$ cat config.mk
export PLATFORM = sky130hd
export DESIGN_NAME = spike_aer_encoder
export DESIGN_NICKNAME = d
export VERILOG_FILES = /design/src/rtl/spike_aer_encoder_pkg.sv /design/src/rtl/spike_priority_encoder.sv /design/src/rtl/spike_aer_encoder.sv
export SDC_FILE = /design/constraint.sdc
export NUM_CORES = 1
export LEC_CHECK = 0
export BUFFER_PORTS_ARGS = -buffer_cell sky130_fd_sc_hd__buf_4
export CAP_MARGIN = 20
export CORE_UTILIZATION = 51
export DETAILED_ROUTE_END_ITERATION = 8
export GPL_TIMING_DRIVEN = 0
export MAX_ROUTING_LAYER = met4
export PLACE_DENSITY = 0.72
export SLEW_MARGIN = 40
export SYNTH_ARGS = -nofsm -noshare
export SYNTH_HDL_FRONTEND = slang
export SYNTH_SLANG_ARGS = --single-unit
$ cat constraint.sdc
create_clock -name clk -period 3.35 [get_ports clk]
set_input_delay 0.67 -clock clk [delete_from_list [all_inputs] [get_ports clk]]
set_output_delay 0.67 -clock clk [all_outputs]
set_load 0.03 [all_outputs]
$ cat src/rtl/spike_aer_encoder_pkg.sv
// Shared definitions for the spike tile output path: encoder state encoding,
// index-width helpers and a lowest-set-bit isolation function.
package spike_aer_encoder_pkg;

  typedef enum logic {
    st_idle = 1'b0,
    st_emit = 1'b1
  } aer_state_e;

  // Neurons per tile in the reference configuration and its index width.
  localparam int unsigned DEFAULT_SIZE_TILE = 4;
  localparam int unsigned DEFAULT_IDX_W     = (DEFAULT_SIZE_TILE > 1) ? $clog2(DEFAULT_SIZE_TILE) : 1;

  // Widest spike vector the helper function handles.
  localparam int unsigned MAX_TILE = 64;

  // Isolates the lowest set bit of a vector as a one-hot word (zero in, zero out).
  function automatic logic [MAX_TILE-1:0] lowest_onehot(input logic [MAX_TILE-1:0] v);
    return v & (~v + MAX_TILE'(1));
  endfunction

endpackage

$ cat src/rtl/spike_priority_encoder.sv
// Combinational lowest-index priority encoder over a spike vector.
module spike_priority_encoder #(
  parameter int unsigned size_tile = 4,
  parameter int unsigned IDX_W     = (size_tile > 1) ? $clog2(size_tile) : 1
) (
  input  logic [size_tile-1:0] vec_i,
  output logic [IDX_W-1:0]     idx_o,
  output logic                 none_o,
  output logic                 single_o
);

  // Scan from the top down so the lowest set bit is the one that sticks.
  always_comb begin
    idx_o = '0;
    for (int i = int'(size_tile) - 1; i >= 0; i--) begin
      if (vec_i[i]) idx_o = IDX_W'(i);
    end
  end

  assign none_o   = ~|vec_i;
  assign single_o = (|vec_i) && ((vec_i & (vec_i - size_tile'(1))) == '0);

endmodule

$ cat src/rtl/spike_aer_encoder.sv
// Buffers spike vectors from a neuron tile and serialises them into
// address-event words, lowest neuron first, vectors in arrival order.
module spike_aer_encoder
  import spike_aer_encoder_pkg::*;
#(
  parameter int unsigned size_tile   = 4,
  parameter int unsigned size_addr   = 16,
  parameter int unsigned tile_base   = 0,
  parameter int unsigned num_buffers = 2,
  parameter int unsigned size_drop   = 8
) (
  input  logic                 clk,
  input  logic                 reset,
  input  logic                 in_spikeValid,
  input  logic [size_tile-1:0] in_spike,
  output logic                 out_aerValid,
  input  logic                 in_aerReady,
  output logic [size_addr-1:0] out_aerAddr,
  output logic                 out_aerLast,
  output logic [size_drop-1:0] out_dropCount
);

  localparam int unsigned IDX_W = (size_tile > 1) ? $clog2(size_tile) : 1;
  localparam int unsigned PTR_W = (num_buffers > 1) ? $clog2(num_buffers) : 1;
  localparam int unsigned CNT_W = $clog2(num_buffers + 1);

  function automatic logic [PTR_W-1:0] ptr_inc(input logic [PTR_W-1:0] p);
    if (p == PTR_W'(num_buffers - 1)) return '0;
    return p + PTR_W'(1);
  endfunction

  logic [size_tile-1:0] mem_q [num_buffers];
  logic [PTR_W-1:0]     head_q, head_d, tail_q, tail_d;
  logic [CNT_W-1:0]     count_q, count_d;
  logic [size_tile-1:0] pending_q, pending_d;
  logic [size_drop-1:0] drop_q, drop_d;
  aer_state_e           state_q, state_d;

  logic [IDX_W-1:0] enc_idx;
  logic             enc_none, enc_single;
  logic             emit, xfer, pop, push_req, push, drop;

  spike_priority_encoder #(
    .size_tile (size_tile),
    .IDX_W     (IDX_W)
  ) u_enc (
    .vec_i    (pending_q),
    .idx_o    (enc_idx),
    .none_o   (enc_none),
    .single_o (enc_single)
  );

  assign emit     = (state_q == st_emit);
  assign xfer     = emit && in_aerReady;
  assign pop      = xfer && enc_single;
  assign push_req = in_spikeValid && (|in_spike);
  // A full FIFO still takes the vector when the head leaves in the same cycle.
  assign push     = push_req && ((count_q < CNT_W'(num_buffers)) || pop);
  assign drop     = push_req && !push;

  assign out_aerValid  = emit && !enc_none;
  assign out_aerAddr   = emit ? (size_addr'(tile_base) + size_addr'(enc_idx)) : '0;
  assign out_aerLast   = emit && enc_single;
  assign out_dropCount = drop_q;

  // Next-state for the FSM, FIFO pointers, working mask and drop counter.
  always_comb begin
    state_d   = state_q;
    pending_d = pending_q;
    head_d    = head_q;
    tail_d    = tail_q;
    count_d   = count_q + CNT_W'(push) - CNT_W'(pop);
    drop_d    = drop_q;

    if (push) tail_d = ptr_inc(tail_q);
    if (drop && (drop_q != '1)) drop_d = drop_q + size_drop'(1);

    unique case (state_q)
      st_idle: begin
        if (count_q != '0) begin
          state_d   = st_emit;
          pending_d = mem_q[head_q];
        end
      end
      st_emit: begin
        if (xfer) begin
          pending_d = size_tile'(MAX_TILE'(pending_q) & ~lowest_onehot(MAX_TILE'(pending_q)));
          if (enc_single) begin
            head_d = ptr_inc(head_q);
            // Follow-on head: an older buffered entry, else the vector arriving now.
            if (count_q > CNT_W'(1)) begin
              pending_d = mem_q[ptr_inc(head_q)];
            end else if (push) begin
              pending_d = in_spike;
            end else begin
              state_d = st_idle;
            end
          end
        end
      end
      default: state_d = st_idle;
    endcase
  end

  // Control state: FSM, pointers, occupancy and drop counter.
  always_ff @(posedge clk) begin
    if (reset) begin
      state_q <= st_idle;
      head_q  <= '0;
      tail_q  <= '0;
      count_q <= '0;
      drop_q  <= '0;
    end else begin
      state_q <= state_d;
      head_q  <= head_d;
      tail_q  <= tail_d;
      count_q <= count_d;
      drop_q  <= drop_d;
    end
  end

  // Data storage: FIFO entries and the working mask carry no reset.
  always_ff @(posedge clk) begin
    if (push) mem_q[tail_q] <= in_spike;
    pending_q <= pending_d;
  end

endmodule

# == Yosys cells after proc, flatten, opt, wreduce, memory -nomap -nowiden ==
# Memories as Yosys holds them, arrays and structs flattened. A register that Yosys moved wholly into a read port is not among the register bits.
# Index checks and enable logic that the tools add are counted.
# Widths: inputs -> output; s select.
# word_totals
elab_cells,81
out_inout_bits,26
regBits,17
in_bits,8
mem_bits_rw,8
mem_count,1
# mem_list
memory,words,word_bits,read_ports,rd_ports_with_merged_regs,write_ports,line_no,rtl
mem_q,2,4,2,1,1,spike_aer_encoder.sv:32,logic [size_tile-1:0] mem_q [num_buffers];
# op_classes
mux,39
n_bitwise,6
n_lt_le_gt_ge,2
n_reduce_logical,17
n_eq_ne,3
addsub,7
# ops
operator,n
$mux 1,27
$mux 4,5
$and 4x4->4,3
$mux 2,5
$logic_and 1x1->1,9
$add 8x1->8 const B,1
$ne 8x8->1 const B,1
$not 4->4,2
$pmux 4 s2,1
$reduce_or 4->1,2
$add 4x1->4 const B,1
$logic_not 4->1,1
$sub 4x1->4 const B,1
$reduce_and 3->1,1
$add 1x1->1 const B,2
$add 2x1->2,1
$gt 2x1->1 const B,1
$lt 2x2->1 const B,1
$ne 2x1->1 const B,1
$ne 2x2->1 const B,1
$pmux 1 s2,1
$reduce_and 2->1,1
$reduce_bool 2->1,1
$sub 2x1->2,1
3 further kinds,3

# == Longest topological paths before layout ==
# Gate-level depths: netlist (run 1).
# An unclocked memory read counts as a cell.
# logic_depth
ltp_word,17
ltp_mapped,12
ltp_nobuf,10

# == By module ==
# Synthesis (run 1) repeated with hierarchy kept, for this count alone.
# hier_totals
cells_unflattened,154
area_unflattened_um2,1517.7
# by_module_without_submodules
module,area_per_inst_um2,instances,cells_each
spike_aer_encoder,1450.1,1,143
spike_priority_encoder,67.6,1,11

# == Worst setup path after synthesis (run 1) ==
# No wires, ideal clock.
# synth_timing
kind,register to register
from,register pending_q[0]
to,register count_q[1]
synth_period_minus_slack_ns,2.354
stages_incl_launch_ff,13
arrival_ns,2.226
t_required_ns,3.222
slack_ns,0.996
path_cell_list,edfxtp_1 -> buf_6 -> or4b_1 -> o31ai_1 -> o21ba_1 -> buf_6 -> o21bai_4 -> ha_1 -> inv_1 -> ha_1 -> xnor2_1 -> xnor2_1 -> nor2_1
# synth_via
elab_chain_cells,9
word_cells_on_any_way,10
# synth_lines
element,line_no,rtl
start: declaration,spike_aer_encoder.sv:35,"logic [size_tile-1:0] pending_q, pending_d;"
start signal: assignment,spike_aer_encoder.sv:125,pending_q <= pending_d;
$sub 4x1->4,spike_priority_encoder.sv:21,assign single_o = (|vec_i) && ((vec_i & (vec_i - size_tile'(1))) == '0);
$and 4x4->4,spike_priority_encoder.sv:21,
$logic_not 4->1,spike_priority_encoder.sv:21,
$logic_and 1x1->1 (*),spike_priority_encoder.sv:21,
$logic_and 1x1->1 (*),spike_aer_encoder.sv:55,assign pop = xfer && enc_single;
$logic_or 1x1->1,spike_aer_encoder.sv:58,assign push = push_req && ((count_q < CNT_W'(num_buffers)) || pop);
$logic_and 1x1->1,spike_aer_encoder.sv:58,
$add 2x1->2,spike_aer_encoder.sv:72,count_d = count_q + CNT_W'(push) - CNT_W'(pop);
$sub 2x1->2 (*),spike_aer_encoder.sv:72,
end signal: assignment,spike_aer_encoder.sv:117,count_q <= count_d;
end: declaration,spike_aer_encoder.sv:34,"logic [CNT_W-1:0] count_q, count_d;"
# Every way passes the cells marked *; elsewhere a longest branch is shown, timed or not.
# A chain may end at the register's enable or synchronous reset.

# == Worst setup path in the final report (run 1) ==
# layout_timing
from,register pending_q[2]
to,output out_aerLast
# layout_via
elab_chain_cells,5
word_cells_on_any_way,6
# layout_lines
element,line_no,rtl
$sub 4x1->4,spike_priority_encoder.sv:21,
$and 4x4->4,spike_priority_encoder.sv:21,
$logic_not 4->1,spike_priority_encoder.sv:21,
$logic_and 1x1->1 (*),spike_priority_encoder.sv:21,
$logic_and 1x1->1 (*),spike_aer_encoder.sv:63,assign out_aerLast = emit && enc_single;
end: declaration,spike_aer_encoder.sv:19,"output logic out_aerLast,"
# Marks and branches as above.

==> results.cfg, run 1 <==
[outcome]
outcome = finished, final reports clean

[global_routing]
grt_pass1_vias = 1090
grt_pass1_wl_um = 4770
antenna_found_initial = 0
grt_start_max_net_pins = 16
grt-ovfl-total = 0
track_usage_pct = 19.8

[routing]
wl_per_cell_um = 12.9
drc_errors = 0
vias_per_cell = 5.35
wl_um = 2780
ant_nets = 0
drt_first_iter_violations = 49
vias = 1151
firstDrtPassIters = 4

[floorplanning]
io_pins = 34
die-area_um2 = 3120
chipHeight_um = 55.9
start_util_pct = 53.6
die_x_um = 55.9
rows = 19
core-area_um2 = 2760

[yosys]
avgSynthCellArea_um2 = 9.93
yosysTopAreaCell = edfxtp_1
post_synth_instance_area_um2 = 1480
synth_warnings = 0
yosysUniqueCellTypes = 42
synth_edf_count = 12
ys.flop_type = dfxtp_1
synth_top_area_share_pct = 24.4
ys_ff_latch = 26
yosysSeqAreaShare_pct = 43.3
syn_inst = 149
async_reset_ff_share_pct = 0
synth_area_leaders = edfxtp_1 (24%), dfxtp_1 (19%), buf_4 (7.1%), mux2i_1 (6.1%), nor2_1 (3.8%)

[clock_network]
h-tree-depth = 1
cts_sinks = 26
clock-root-buffer = clkbuf_4
cts-buffers-inserted = 3
cts_tree = yes
postCtsSetupBuffers = 0
ctsResizeCount = 0
clk_latency_ns = 0.34
clockBufferDepth = 2
clk_pin_slew_ns = 0.14
holdBufCountCts = 0

[place]
post_dp_cell_area_um2 = 1700
io_buffers = 18
post-place-ws_ns = 0.631
finalWeightedCongestion = 0.767
hpwlAfterDp_um = 2060

[critical_path]
path_max_fanout = 7
arrival_ns = 2.04
critPathCaptureType = output pin
required_ns = 2.68
worst_setup_path_start_kind = register
path_class = register to output pin

[power]
finalPower_w = 0.00114
sequentialPowerShare_pct = 41.6
vdd_ir_drop_max_mv = 0.537
p_leak_nw = 0.720
p_per_area_nw_per_um2 = 651
p_sw_w = 0.000419
switching_share_pct = 36.7
internal-power_w = 0.000724
combPwrFrac_pct = 39.0
power_frac_clock_pct = 19.4

[final_layout]
final_area_um2 = 1750
layout.nets = 196
synthToLayoutAreaGrowth_pct = 18.6
num-fill-cells = 225
n_antenna_cell = 0
drive_gt1_share_pct = 23.4
regArea_um2 = 641
multi_input_area_um2 = 701
layout_commonest_cell = buf_4
final_cell_mix = buf_4 (32), nor2_1 (15), dfxtp_1 (14), conb_1 (14), edfxtp_1 (12)

[sta]
rsz0062_at_grt = false
layout_min_cycle_time_ns = 2.71
fin_setup_tns_ns = 0
max_freq_mhz = 369
setup_violations = 0
fin_skew_ns = 0.00292
setup_slack_ns = 0.641
slew_headroom_pct = 52.7
final-max-slew-violation-count = 0
tightest_slew_ns = 0.701
finalHoldWorstSlack_ns = 0.531
finalCritPeriodShare_pct = 80.9
hold_viol_final = 0

[run]
maxCapViolCount = 0

[hold_path]
hold_class = input pin to register
## worst max-delay path: stages, from the launching register on
cell and delay, ns:
edfxtp_1 0.50, or4b_1 0.55, o31ai_1 0.10, o21ai_0 0.27, inv_1 0.11, buf_4 0.16
## stage by stage
| step | std cells | util [%] |
|---|---|---|
| detailed placement | 211 | 61.7 |
| global route | 215 | 63.6 |
| finish | 215 | 63.6 |
| global placement | 211 | 61.7 |
| floorplan | 162 | - |
| CTS | 215 | 63.6 |
## metal layers
| layer | up-vias | part of all wire (%) | global-route usage [%] |
|---|---|---|---|
| met5 | - | 0 | - |
| met2 | 19 | 49 | 31.8 |
| met3 | 5 | 2.3 | 1.63 |
| li1 | 585 | - | - |
| met4 | 0 | 1.8 | 9.06 |
| met1 | 542 | 47 | 25.6 |
## flip-flops by register name, summed over array words and instances (netlist names), named ones only
signal,flops
emit,1
count_q,2
out_dropCount,8
tail_q,1
mem_q,8
head_q,1
pending_q,4
## worst paths after layout
check,startpoint,to,slack (ns),cells past startpoint
max,pending_q[2],out_aerLast,0.64,5
min,in_spike[1],mem_q[0][1],0.53,1
min reg2reg,out_dropCount[0],out_dropCount[0],0.53,2
max reg2reg,pending_q[2],count_q[1],0.83,11
## cells by family (layout without fill, tap and decap cells)
kind of cell | count (synthesis) | in the layout | share of synthesized area [%]
simple gates | 42 | 42 | 14.9
mux | 12 | 12 | 8.63
other cells | 1 | 14 | 0.254
xor+xnor | 4 | 4 | 2.37
buf+inv | 29 | 51 | 12.6
fa+ha+maj | 3 | 3 | 2.54
compound gates | 32 | 32 | 15.4
flops | 26 | 26 | 43.3
## synth_stat cells (3+ instances only)
library cell and count:
a21oi_1 7, a31oi_1 4, buf_4 14, buf_6 3
clkbuf_1 4, dfxtp_1 14, edfxtp_1 12, ha_1 3
inv_1 5, mux2i_1 9, nand2_1 4, nand3_1 4
nor2_1 15, nor2b_1 3, o21ai_0 6, o221ai_1 3
o31ai_1 3, or3_1 3, xnor2_1 4
## area by class of cell
cell class                      instances  area share, %
Tap cell                               31           2.21
Clock buffer                            3           1.28
Timing Repair Buffer                   18           7.70
Sequential cell                        26           36.5
Clock inverter                          1           1.71
Inverter                                5           1.07
Multi-Input combinational cell        107           39.9
Buffer                                 24           9.56
## power groups by stage
stage          clock network [W]  registers (W)  logic [W]
6_report                0.000221       0.000476   0.000446
5_1_grt                 0.000237       0.000484   0.000495
4_1_cts                 0.000223       0.000474   0.000447
3_5_place_dp                   0       0.000481   0.000446
3_3_place_gp                   0       0.000476   0.000429
2_1_floorplan                  0       0.000471   0.000350
Note: power is estimated with default switching activity, not from simulation.
==> inputs of run 2 (changes only) <==
==> constraint.sdc (replaced) <==
create_clock -name clk -period 2.75 [get_ports clk]
set_input_delay 0.55 -clock clk [delete_from_list [all_inputs] [get_ports clk]]
set_output_delay 0.55 -clock clk [all_outputs]
set_load 0.03 [all_outputs]
==> results.cfg, run 2 (same netlist as run 1, synthesis figures left out) <==
[sta]
setup_slack_ns = 0.225
tightest_slew_ns = 0.704
setup_violations = 0
final-max-slew-violation-count = 0
finalHoldWorstSlack_ns = 0.410
layout_min_cycle_time_ns = 2.52
hold_viol_final = 0
fin_skew_ns = 0.00246
rsz0062_at_grt = false
finalCritPeriodShare_pct = 91.8
slew_headroom_pct = 52.5
fin_setup_tns_ns = 0
max_freq_mhz = 396

[final_layout]
n_antenna_cell = 0
utilization_pct = 63.6
num-fill-cells = 225
layout.nets = 196
stdcell_count = 215
layout_commonest_cell = buf_4
final_cell_mix = buf_4 (32), nor2_1 (15), dfxtp_1 (14), conb_1 (14), edfxtp_1 (12)
drive_gt1_share_pct = 23.4
synthToLayoutAreaGrowth_pct = 18.6

[floorplanning]
core-area_um2 = 2760
io_pins = 34
start_util_pct = 53.6
die_x_um = 55.9
rows = 19
die-area_um2 = 3120
chipHeight_um = 55.9

[clock_network]
h-tree-depth = 1
clock-root-buffer = clkbuf_4
clk_latency_ns = 0.34
cts_sinks = 26
clockBufferDepth = 2
cts_tree = yes
holdBufCountCts = 0
cts-buffers-inserted = 3
clk_pin_slew_ns = 0.14

[critical_path]
r2r_slack_ns = 0.23
required_ns = 2.98
arrival_ns = 2.75
r2r_cells = 11
path_max_fanout = 8
critPathCaptureType = register
worst_setup_path_start_kind = register
r2r_start = pending_q[2]
path_class = register to register
r2r-end = count_q[1]

[power]
p_leak_nw = 0.720
vdd_ir_drop_max_mv = 0.655
p_per_area_nw_per_um2 = 795

[place]
finalWeightedCongestion = 0.767
place_inst = 211
io_buffers = 18
hpwlAfterDp_um = 2060
post-place-ws_ns = 0.151

[hold_path]
hold_class = input pin to register
hold_depth = 1
hp-start = in_spike[1]
hold_end = mem_q[0][1]

[routing]
drt_first_iter_violations = 50
wl_per_cell_um = 13.0
wl_um = 2790
vias = 1158
firstDrtPassIters = 4
vias_per_cell = 5.39
ant_nets = 0
drc_errors = 0

[global_routing]
grt_start_max_net_pins = 16
grt_pass1_wl_um = 4770
grt_pass1_vias = 1090
grt-ovfl-total = 0
antenna_found_initial = 0
track_usage_pct = 19.8

[outcome]
outcome = finished, final reports clean

[run]
maxCapViolCount = 0
-- run 2: cell counts in the layout (fill, tap and decap cells not counted) --
No cell type changed its count.
-- run 2: cell type report --
type                            count  area [um2]  share of cell area (%)
Clock buffer                        3        22.5                    1.28
Multi-Input combinational cell    107         701                    39.9
Inverter                            5        18.8                    1.07
Buffer                             24         168                    9.56
Sequential cell                    26         641                    36.5
Tap cell                           31        38.8                    2.21
Clock inverter                      1        30.0                    1.71
Timing Repair Buffer               18         135                    7.70
-- run 2: metal layers --
layer	vias to the layer above	track usage [%]	part of all wire (%)
met5	-	-	0
met4	0	9.06	1.8
met3	5	1.63	2.4
met2	23	31.8	49
met1	545	25.6	47
li1	585	-	-
-- run 2: through the flow --
step	instance area [um2]	power [W]
CTS	1750	0.00139
finish	1750	0.00139
detailed placement	1700	0.00113
global route	1750	0.00148
global placement	1700	0.00110
floorplan	1530	0.00100
-- run 2: worst max-delay path by stage --
stage                       startpoint           to  slack [ns]  cells after the start
after floorplan           pending_q[0]   count_q[1]        0.40                     12
after global placement     in_spike[0]   count_q[1]        0.21                      9
after detailed placement   in_spike[0]   count_q[1]        0.15                      9
after CTS                 pending_q[0]  out_aerLast        0.15                      6
after global routing      pending_q[0]   count_q[1]        0.08                     12
final                     pending_q[2]   count_q[1]        0.23                     11
-- run 2: power by group --
group / switching, W / internal [W]
Sequential: 0.0000688 / 0.000511
Combinational: 0.000322 / 0.000223
Clock: 0.000122 / 0.000148
-- run 2: critical path: stages (launching register included) --
cell and delay (ns):
edfxtp_1 0.50, or4b_1 0.55, o31ai_1 0.11, o21ba_1 0.18
buf_6 0.14, o21bai_4 0.08, ha_1 0.28, inv_1 0.04
ha_1 0.18, xnor2_1 0.16, xnor2_1 0.14, nor2_1 0.06
-- run 2: timing repair --
item                                    4_1_cts  5_1_grt
resized for setup                             0        1
buffers inserted                              0        0
endpoints found under the setup margin        0        1
